===== config.mk =====
export PLATFORM = sky130hd
export DESIGN_NAME = spi_reg_ctrl_flat
export DESIGN_NICKNAME = d
export VERILOG_FILES = /design/src/rtl/spi_ctrl_pkg.sv /design/src/rtl/spi_reg_ctrl_if.sv /design/src/rtl/sync_2ff.sv /design/src/rtl/spi_reg_ctrl.sv /design/src/flat_wrapper.sv
export SDC_FILE = /design/constraint.sdc
export NUM_CORES = 1
export LEC_CHECK = 0
export BUFFER_PORTS_ARGS = -buffer_cell sky130_fd_sc_hd__buf_2
export CAP_MARGIN = 5
export CORE_ASPECT_RATIO = 0.5
export CORE_MARGIN = 2
export CORE_UTILIZATION = 35
export CTS_BUF_LIST = sky130_fd_sc_hd__clkbuf_8
export CTS_CLUSTER_SIZE = 12
export DETAILED_ROUTE_END_ITERATION = 10
export HOLD_SLACK_MARGIN = 0.12
export PLACE_DENSITY = 0.61
export SETUP_SLACK_MARGIN = 0.4
export SLEW_MARGIN = 20
export SYNTH_ARGS = -nofsm -noshare
export SYNTH_HDL_FRONTEND = slang
export SYNTH_SLANG_ARGS = --single-unit

===== constraint.sdc =====
create_clock -name clk -period 1.4 [get_ports clk]
set_input_delay 0.35 -clock clk [delete_from_list [all_inputs] [get_ports clk]]
set_output_delay 0.35 -clock clk [all_outputs]
set_load 0.1 [all_outputs]

===== src/rtl/spi_ctrl_pkg.sv =====
// Shared definitions for the SPI frame/command controller.
//   state_t      : controller FSM states
//   CMD_RW_BIT   : command byte read/write flag (1 = read)
//   CMD_ADDR_MSB : top bit of the command address field
//   IDLE_MISO    : byte returned on MISO when no read data is pending
package spi_ctrl_pkg;

   typedef enum logic [2:0] {
      S_CMD,
      S_RD_LAT,
      S_RD_CAP,
      S_DATA,
      S_HOLD
   } state_t;

   localparam int unsigned CMD_RW_BIT   = 7;
   localparam int unsigned CMD_ADDR_MSB = 6;
   localparam logic [7:0]  IDLE_MISO    = 8'h00;

endpackage


===== src/rtl/spi_reg_ctrl_if.sv =====
// Bus between the SPI byte bridge, the controller and the register bank.
//   cs_n, byte_sync, data_in : from the byte bridge (raw chip select, byte strobe, byte)
//   data_out                 : byte for the next MISO slot
//   reg_addr/reg_wr/reg_wdata/reg_rd : register bank access strobes
//   reg_rdata                : register read data, valid the cycle after reg_rd
//   addr_err, busy           : status
// Modports: slave = controller side, master = bridge/register-bank side.
interface spi_reg_ctrl_if #(
   parameter int unsigned ADDR_W = 6
);

   logic              cs_n;
   logic              byte_sync;
   logic [7:0]        data_in;
   logic [7:0]        data_out;
   logic [ADDR_W-1:0] reg_addr;
   logic              reg_wr;
   logic [7:0]        reg_wdata;
   logic              reg_rd;
   logic [7:0]        reg_rdata;
   logic              addr_err;
   logic              busy;

   modport slave (
      input  cs_n, byte_sync, data_in, reg_rdata,
      output data_out, reg_addr, reg_wr, reg_wdata, reg_rd, addr_err, busy
   );

   modport master (
      output cs_n, byte_sync, data_in, reg_rdata,
      input  data_out, reg_addr, reg_wr, reg_wdata, reg_rd, addr_err, busy
   );

endinterface


===== src/rtl/sync_2ff.sv =====
// Two-flop synchronizer for a single asynchronous level.
//   clk, rst_n : clock, asynchronous active-low reset
//   d_i        : asynchronous input
//   q_o        : synchronized output (RST_VAL while in reset)
module sync_2ff #(
   parameter logic RST_VAL = 1'b1
) (
   input  logic clk,
   input  logic rst_n,
   input  logic d_i,
   output logic q_o
);

   logic meta_q;
   logic sync_q;

   always_ff @(posedge clk or negedge rst_n) begin
      if (!rst_n) begin
         meta_q <= RST_VAL;
         sync_q <= RST_VAL;
      end else begin
         meta_q <= d_i;
         sync_q <= meta_q;
      end
   end

   assign q_o = sync_q;

endmodule


===== src/rtl/spi_reg_ctrl.sv =====
// SPI frame/command controller. Decodes command byte + data bytes from the
// byte bridge, issues single-cycle read/write strobes to the register bank
// and loads read data into data_out for the next MISO slot.
//   clk, rst_n : clock, asynchronous active-low reset
//   bus        : spi_reg_ctrl_if.slave (see interface header)
// Build option: define SPI_AUTO_INC_EN for burst access with address
// auto-increment (wrapping NUM_REGS-1 -> 0); otherwise one data byte per frame.
module spi_reg_ctrl
   import spi_ctrl_pkg::*;
#(
   parameter int unsigned ADDR_W   = 6,
   parameter int unsigned NUM_REGS = 20
) (
   input  logic           clk,
   input  logic           rst_n,
   spi_reg_ctrl_if.slave  bus
);

   localparam logic [7:0]        NREG8     = 8'(NUM_REGS);
   localparam logic [ADDR_W-1:0] LAST_ADDR = ADDR_W'(NUM_REGS - 1);

   logic cs_s;

   sync_2ff #(.RST_VAL(1'b1)) u_cs_sync (
      .clk   (clk),
      .rst_n (rst_n),
      .d_i   (bus.cs_n),
      .q_o   (cs_s)
   );

   state_t            state_q,     state_d;
   logic [ADDR_W-1:0] addr_q,      addr_d;
   logic [ADDR_W-1:0] reg_addr_q,  reg_addr_d;
   logic [7:0]        reg_wdata_q, reg_wdata_d;
   logic [7:0]        data_out_q,  data_out_d;
   logic              rw_q,        rw_d;
   logic              reg_wr_q,    reg_wr_d;
   logic              reg_rd_q,    reg_rd_d;
   logic              addr_err_q,  addr_err_d;

   logic cmd_valid;
   assign cmd_valid = {1'b0, bus.data_in[CMD_ADDR_MSB:0]} < NREG8;

`ifdef SPI_AUTO_INC_EN
   logic [ADDR_W-1:0] next_addr;
   assign next_addr = (addr_q == LAST_ADDR) ? '0 : addr_q + 1'b1;
`endif

   always_comb begin
      state_d     = state_q;
      addr_d      = addr_q;
      reg_addr_d  = reg_addr_q;
      reg_wdata_d = reg_wdata_q;
      data_out_d  = data_out_q;
      rw_d        = rw_q;
      reg_wr_d    = 1'b0;
      reg_rd_d    = 1'b0;
      addr_err_d  = 1'b0;

      // Deselect wins over any byte_sync in the same cycle.
      if (cs_s) begin
         state_d    = S_CMD;
         data_out_d = IDLE_MISO;
      end else begin
         unique case (state_q)
            S_CMD: if (bus.byte_sync) begin
               rw_d = bus.data_in[CMD_RW_BIT];
               if (!cmd_valid) begin
                  addr_err_d = 1'b1;
                  data_out_d = IDLE_MISO;
                  state_d    = S_HOLD;
               end else begin
                  addr_d     = bus.data_in[ADDR_W-1:0];
                  reg_addr_d = bus.data_in[ADDR_W-1:0];
                  if (bus.data_in[CMD_RW_BIT]) begin
                     reg_rd_d = 1'b1;
                     state_d  = S_RD_LAT;
                  end else begin
                     state_d  = S_DATA;
                  end
               end
            end
            S_RD_LAT: state_d = S_RD_CAP;
            S_RD_CAP: begin
               data_out_d = bus.reg_rdata;
               state_d    = S_DATA;
            end
            S_DATA: if (bus.byte_sync) begin
               if (!rw_q) begin
                  reg_wr_d    = 1'b1;
                  reg_wdata_d = bus.data_in;
                  reg_addr_d  = addr_q;
               end
`ifdef SPI_AUTO_INC_EN
               // addr_q runs one ahead of reg_addr so the write strobe
               // carries the address it was issued for.
               addr_d = next_addr;
               if (rw_q) begin
                  reg_addr_d = next_addr;
                  reg_rd_d   = 1'b1;
                  state_d    = S_RD_LAT;
               end
`else
               data_out_d = IDLE_MISO;
               state_d    = S_HOLD;
`endif
            end
            S_HOLD:  data_out_d = IDLE_MISO;
            default: state_d    = S_CMD;
         endcase
      end
   end

   always_ff @(posedge clk or negedge rst_n) begin
      if (!rst_n) begin
         state_q     <= S_CMD;
         addr_q      <= '0;
         reg_addr_q  <= '0;
         reg_wdata_q <= '0;
         data_out_q  <= '0;
         rw_q        <= 1'b0;
         reg_wr_q    <= 1'b0;
         reg_rd_q    <= 1'b0;
         addr_err_q  <= 1'b0;
      end else begin
         state_q     <= state_d;
         addr_q      <= addr_d;
         reg_addr_q  <= reg_addr_d;
         reg_wdata_q <= reg_wdata_d;
         data_out_q  <= data_out_d;
         rw_q        <= rw_d;
         reg_wr_q    <= reg_wr_d;
         reg_rd_q    <= reg_rd_d;
         addr_err_q  <= addr_err_d;
      end
   end

   assign bus.data_out  = data_out_q;
   assign bus.reg_addr  = reg_addr_q;
   assign bus.reg_wr    = reg_wr_q;
   assign bus.reg_wdata = reg_wdata_q;
   assign bus.reg_rd    = reg_rd_q;
   assign bus.addr_err  = addr_err_q;
   assign bus.busy      = ~cs_s;

endmodule

===== src/flat_wrapper.sv =====
// flat-port wrapper written by rule: the top's interface ports become plain ports
module spi_reg_ctrl_flat import spi_ctrl_pkg::*;
#(
   parameter int unsigned ADDR_W   = 6,
   parameter int unsigned NUM_REGS = 20
)
  (clk, rst_n, bus_cs_n, bus_byte_sync, bus_data_in, bus_reg_rdata, bus_data_out, bus_reg_addr, bus_reg_wr, bus_reg_wdata, bus_reg_rd, bus_addr_err, bus_busy);
  spi_reg_ctrl_if #(.ADDR_W(ADDR_W)) bus_i ();
  input  logic clk;
  input  logic rst_n;
  input wire logic [$bits(bus_i.cs_n)-1:0] bus_cs_n;
  input wire logic [$bits(bus_i.byte_sync)-1:0] bus_byte_sync;
  input wire logic [$bits(bus_i.data_in)-1:0] bus_data_in;
  input wire logic [$bits(bus_i.reg_rdata)-1:0] bus_reg_rdata;
  output wire logic [$bits(bus_i.data_out)-1:0] bus_data_out;
  output wire logic [$bits(bus_i.reg_addr)-1:0] bus_reg_addr;
  output wire logic [$bits(bus_i.reg_wr)-1:0] bus_reg_wr;
  output wire logic [$bits(bus_i.reg_wdata)-1:0] bus_reg_wdata;
  output wire logic [$bits(bus_i.reg_rd)-1:0] bus_reg_rd;
  output wire logic [$bits(bus_i.addr_err)-1:0] bus_addr_err;
  output wire logic [$bits(bus_i.busy)-1:0] bus_busy;
  assign bus_i.cs_n = bus_cs_n;
  assign bus_i.byte_sync = bus_byte_sync;
  assign bus_i.data_in = bus_data_in;
  assign bus_i.reg_rdata = bus_reg_rdata;
  assign bus_data_out = bus_i.data_out;
  assign bus_reg_addr = bus_i.reg_addr;
  assign bus_reg_wr = bus_i.reg_wr;
  assign bus_reg_wdata = bus_i.reg_wdata;
  assign bus_reg_rd = bus_i.reg_rd;
  assign bus_addr_err = bus_i.addr_err;
  assign bus_busy = bus_i.busy;
  spi_reg_ctrl #(.ADDR_W(ADDR_W), .NUM_REGS(NUM_REGS)) u_core (.clk(clk), .rst_n(rst_n), .bus(bus_i));
endmodule

==> metrics.md <==
| Metric | Value |
|---|---|
| Outcome | `complete, but fails checks` |
| Failing checks | `negative hold slack, negative setup slack` |
| # rows | `17` |
| Via-per-instance ratio | `4.919` |
| N_diodes | `0` |
| EDFF count, synth | `0` |
| Top_reg_cell synth | `dfrtp_1` |
| Placed wire-length estimate | `2.525 mm` |
| CTS Sinks | `37` |
| Clock slew at reported path FFs | `70 ps` |
| Async SR Flop Fraction | `1.000` |
| PortBufs | `45` |
| RSZ-0062 raised after global routing | `true` |
| Placement Setup Slack | `-135.1 ps` |
| Initial DRT Pass Iterations | `4` |
| Gr usage total | `0.1525` |
| Core Area | `4318 sq um` |
| # H-tree levels | `2` |
| Kind of critical path | `reg2reg` |
| TritonCTS buffer count | `5` |
| Largest net degree at the start of global routing | `25` |
| Filler cell count | `293` |
| #FFs+latches synth | `37` |
| Layout cells sized above 1 | `0.8737` |
| Die footprint | `4991 sq um` |
| Vias in the first global route | `1171` |
| Slowest-stage cell, CP | `dfrtp_2` |
| Clock root cell | `clkbuf_8` |
| Sequential area share after synthesis | `0.6013` |
| Worst setup EP type | `flop` |
| Initial Util | `0.3576` |
| Routed WL | `3.938 mm` |
| CP arrival | `1730 ps` |
| Final hold violation count | `12` |
| Post-route setup TNS | `-3405 ps` |
| DR vias | `1215` |
| Mapped Area | `1544 sq um` |
| Area added between synthesis and finish | `89.14%` |
| Final nets | `209` |
| Area leader, netlist | `dfrtp_1` |
| Period utilization | `1.107` |
| Width of the die | `97.93 um` |
| Synth Warn # | `0` |
| Fin area | `2920 sq um` |
| Clk pwr share | `0.307` |
| Crit-path max FO | `6` |
| Fmax | `0.6451 GHz` |
| Netlist cell types | `30` |
| Startpoint type of the worst setup path | `flop` |
| Net Sw Frac | `0.3181` |
| Post-route minimum period | `1550 ps` |
| Peak supply drop | `0.0005729 V` |
| DR WL/cell | `15.94 um` |
| Hold slack | `-46.53 ps` |
| Post-synth top area share | `0.5673` |
| Pwr per Cell Area | `1223 nW/um^2` |
| Antenna viol nets, final | `0` |
| Worst slew pin tran | `344.7 ps` |
| Int Pwr | `2.435 mW` |
| Synth area leaders | `dfrtp_1 (57%), mux2_2 (19%), a22o_1 (4.5%)` |
| Path category of the worst min-delay check | `in2async` |
| Total global routing overflow | `0` |
| Antenna violations before repair | `0` |
| Synth cell count leaders | `dfrtp_1 (35), mux2_2 (26), a22o_1 (8), nand2_1 (4), nor2_1 (3)` |
| Final setup fails | `29` |
| Syn_area_per_cell | `14.70 sq um` |
| Most frequent cell after synthesis | `dfrtp_1` |
| Die Span Y | `50.97 um` |
| Register area | `1018 sq um` |
| Ports | `46` |
| Seq pwr share | `0.375` |
| CTS tree | `done` |
| Routability cong. | `0.8364` |
| Max Cap Viol | `0` |
| P_leak | `1.299 nW` |
| Core Util, Final | `0.6763` |
| Total power | `3.571 mW` |
| Placed inst area | `2562 sq um` |
| CP Data Required Time | `1580 ps` |
| Post-route insts no fill | `247` |
| Worst slew margin | `0.7702` |
| Residual DRC | `0` |
| Clock Latency Late Sink | `290 ps` |
| 1st-iter DRT viols | `27` |
| Critical Path Max Stage Delay | `460 ps` |
| Power share of the combinational group | `0.319` |
| Worst Setup Slack, final | `-150.1 ps` |
| Mapped Nets | `125` |
| Worst path top cell family by delay | `multiplexers` |
| Worst path cell trace | `nand2_4 -> nor2_4 -> mux2_4 -> mux2_2` |
| Multi-input gate area | `787.0 sq um` |
| Dpl cells | `226` |
| Synthesized instance count | `105` |
| Net Switching | `1.136 mW` |
| Slew Viols, Final | `0` |
| CP bufs+invs | `0` |
| Deepest clock path buffer count | `2` |
| Worst Clk Skew | `7.180 ps` |
| First-pass GRT wire length | `5.699 mm` |
==> sequential cells by signal, indices dropped and copies added, names as in the netlist <==
name                     cells
u_core.bus.data_out          8
u_core.bus.reg_wdata         8
u_core.addr_q                6
u_core.bus.reg_addr          6
u_core.state_q               3
u_core.bus.addr_err          1
u_core.bus.reg_rd            1
u_core.bus.reg_wr            1
u_core.rw_q                  1
u_core.u_cs_sync.meta_q      1
u_core.u_cs_sync.q_o         1
==> logic make-up after synthesis <==
group                  after synthesis  share of synthesized area
multiplexers                        26                     0.1896
flip-flops                          37                     0.6013
AND/OR/NAND/NOR                     23                     0.1021
AO/OA/AOI/OAI                       17                    0.09726
buffers and inverters                2                   0.009722
==> final timing paths <==
kind | start | to | slack (ps) | cells past startpoint
max | u_core.state_q[0]$_DFFE_PN0P_ | u_core.bus.reg_addr[0]$_DFFE_PN0P_ | -150 | 4
min | rst_n | u_core.bus.reg_wdata[7]$_DFFE_PN0P_ | -50 | 1
max reg2reg | u_core.state_q[0]$_DFFE_PN0P_ | u_core.bus.reg_addr[0]$_DFFE_PN0P_ | -150 | 4
min reg2reg | u_core.u_cs_sync.meta_q$_DFF_PN1_ | u_core.u_cs_sync.q_o$_DFF_PN1_ | 360 | 0
max in group asynchronous | rst_n | u_core.u_cs_sync.q_o$_DFF_PN1_ | 940 | 2
min in group clk | bus_cs_n | u_core.u_cs_sync.meta_q$_DFF_PN1_ | 150 | 1
==> layer usage <==
layer | routed length [um] | up-vias | part of all wire | GRT usage
met2 | 2057 | 23 | 0.52 | 0.2568
met5 | 0 | - | 0 | 0
li1 | - | 552 | - | -
met1 | 1702 | 635 | 0.43 | 0.1854
met4 | 53 | 0 | 0.013 | 0.06944
met3 | 124 | 5 | 0.031 | 0.04378
==> layout make-up <==
cell class | instances | area share
inverters | 1 | 0.002571
repair buffers | 78 | 0.3089
multi-input cells | 66 | 0.2695
flip-flops and latches | 37 | 0.3488
well taps | 57 | 0.02442
clock inverters | 3 | 0.02228
clock buffers | 5 | 0.02356
==> cells in the final DEF, fill, tap and decap left out, drive strengths merged, types with 2 or more instances in the layout <==
master and n:
clkbuf 5, bufinv 2, nor2 6, and3 2, a21oi 2, dfstp 2, nand3b 2, nand2 4
a22o 8, nor2b 2, buf 78, mux2 26, dfrtp 35
==> power groups by stage <==
stage	Combinational, mW	Clock (mW)	Sequential [mW]
finish	1.14	1.10	1.34
global route	1.18	1.18	1.35
CTS	1.07	1.13	1.33
detailed placement	1.03	0	1.35
global placement	1.02	0	1.35
floorplan	0.207	0	1.75
==> what timing repair did <==
item,CTS,global route
resized for setup,19,14
cloned,0,0
pin swaps,7,17
setup buffers,4,9
hold endpoints to repair,12,12
setup endpoints to repair,61,61
No activity file was read; power rests on OpenSTA's default activity.
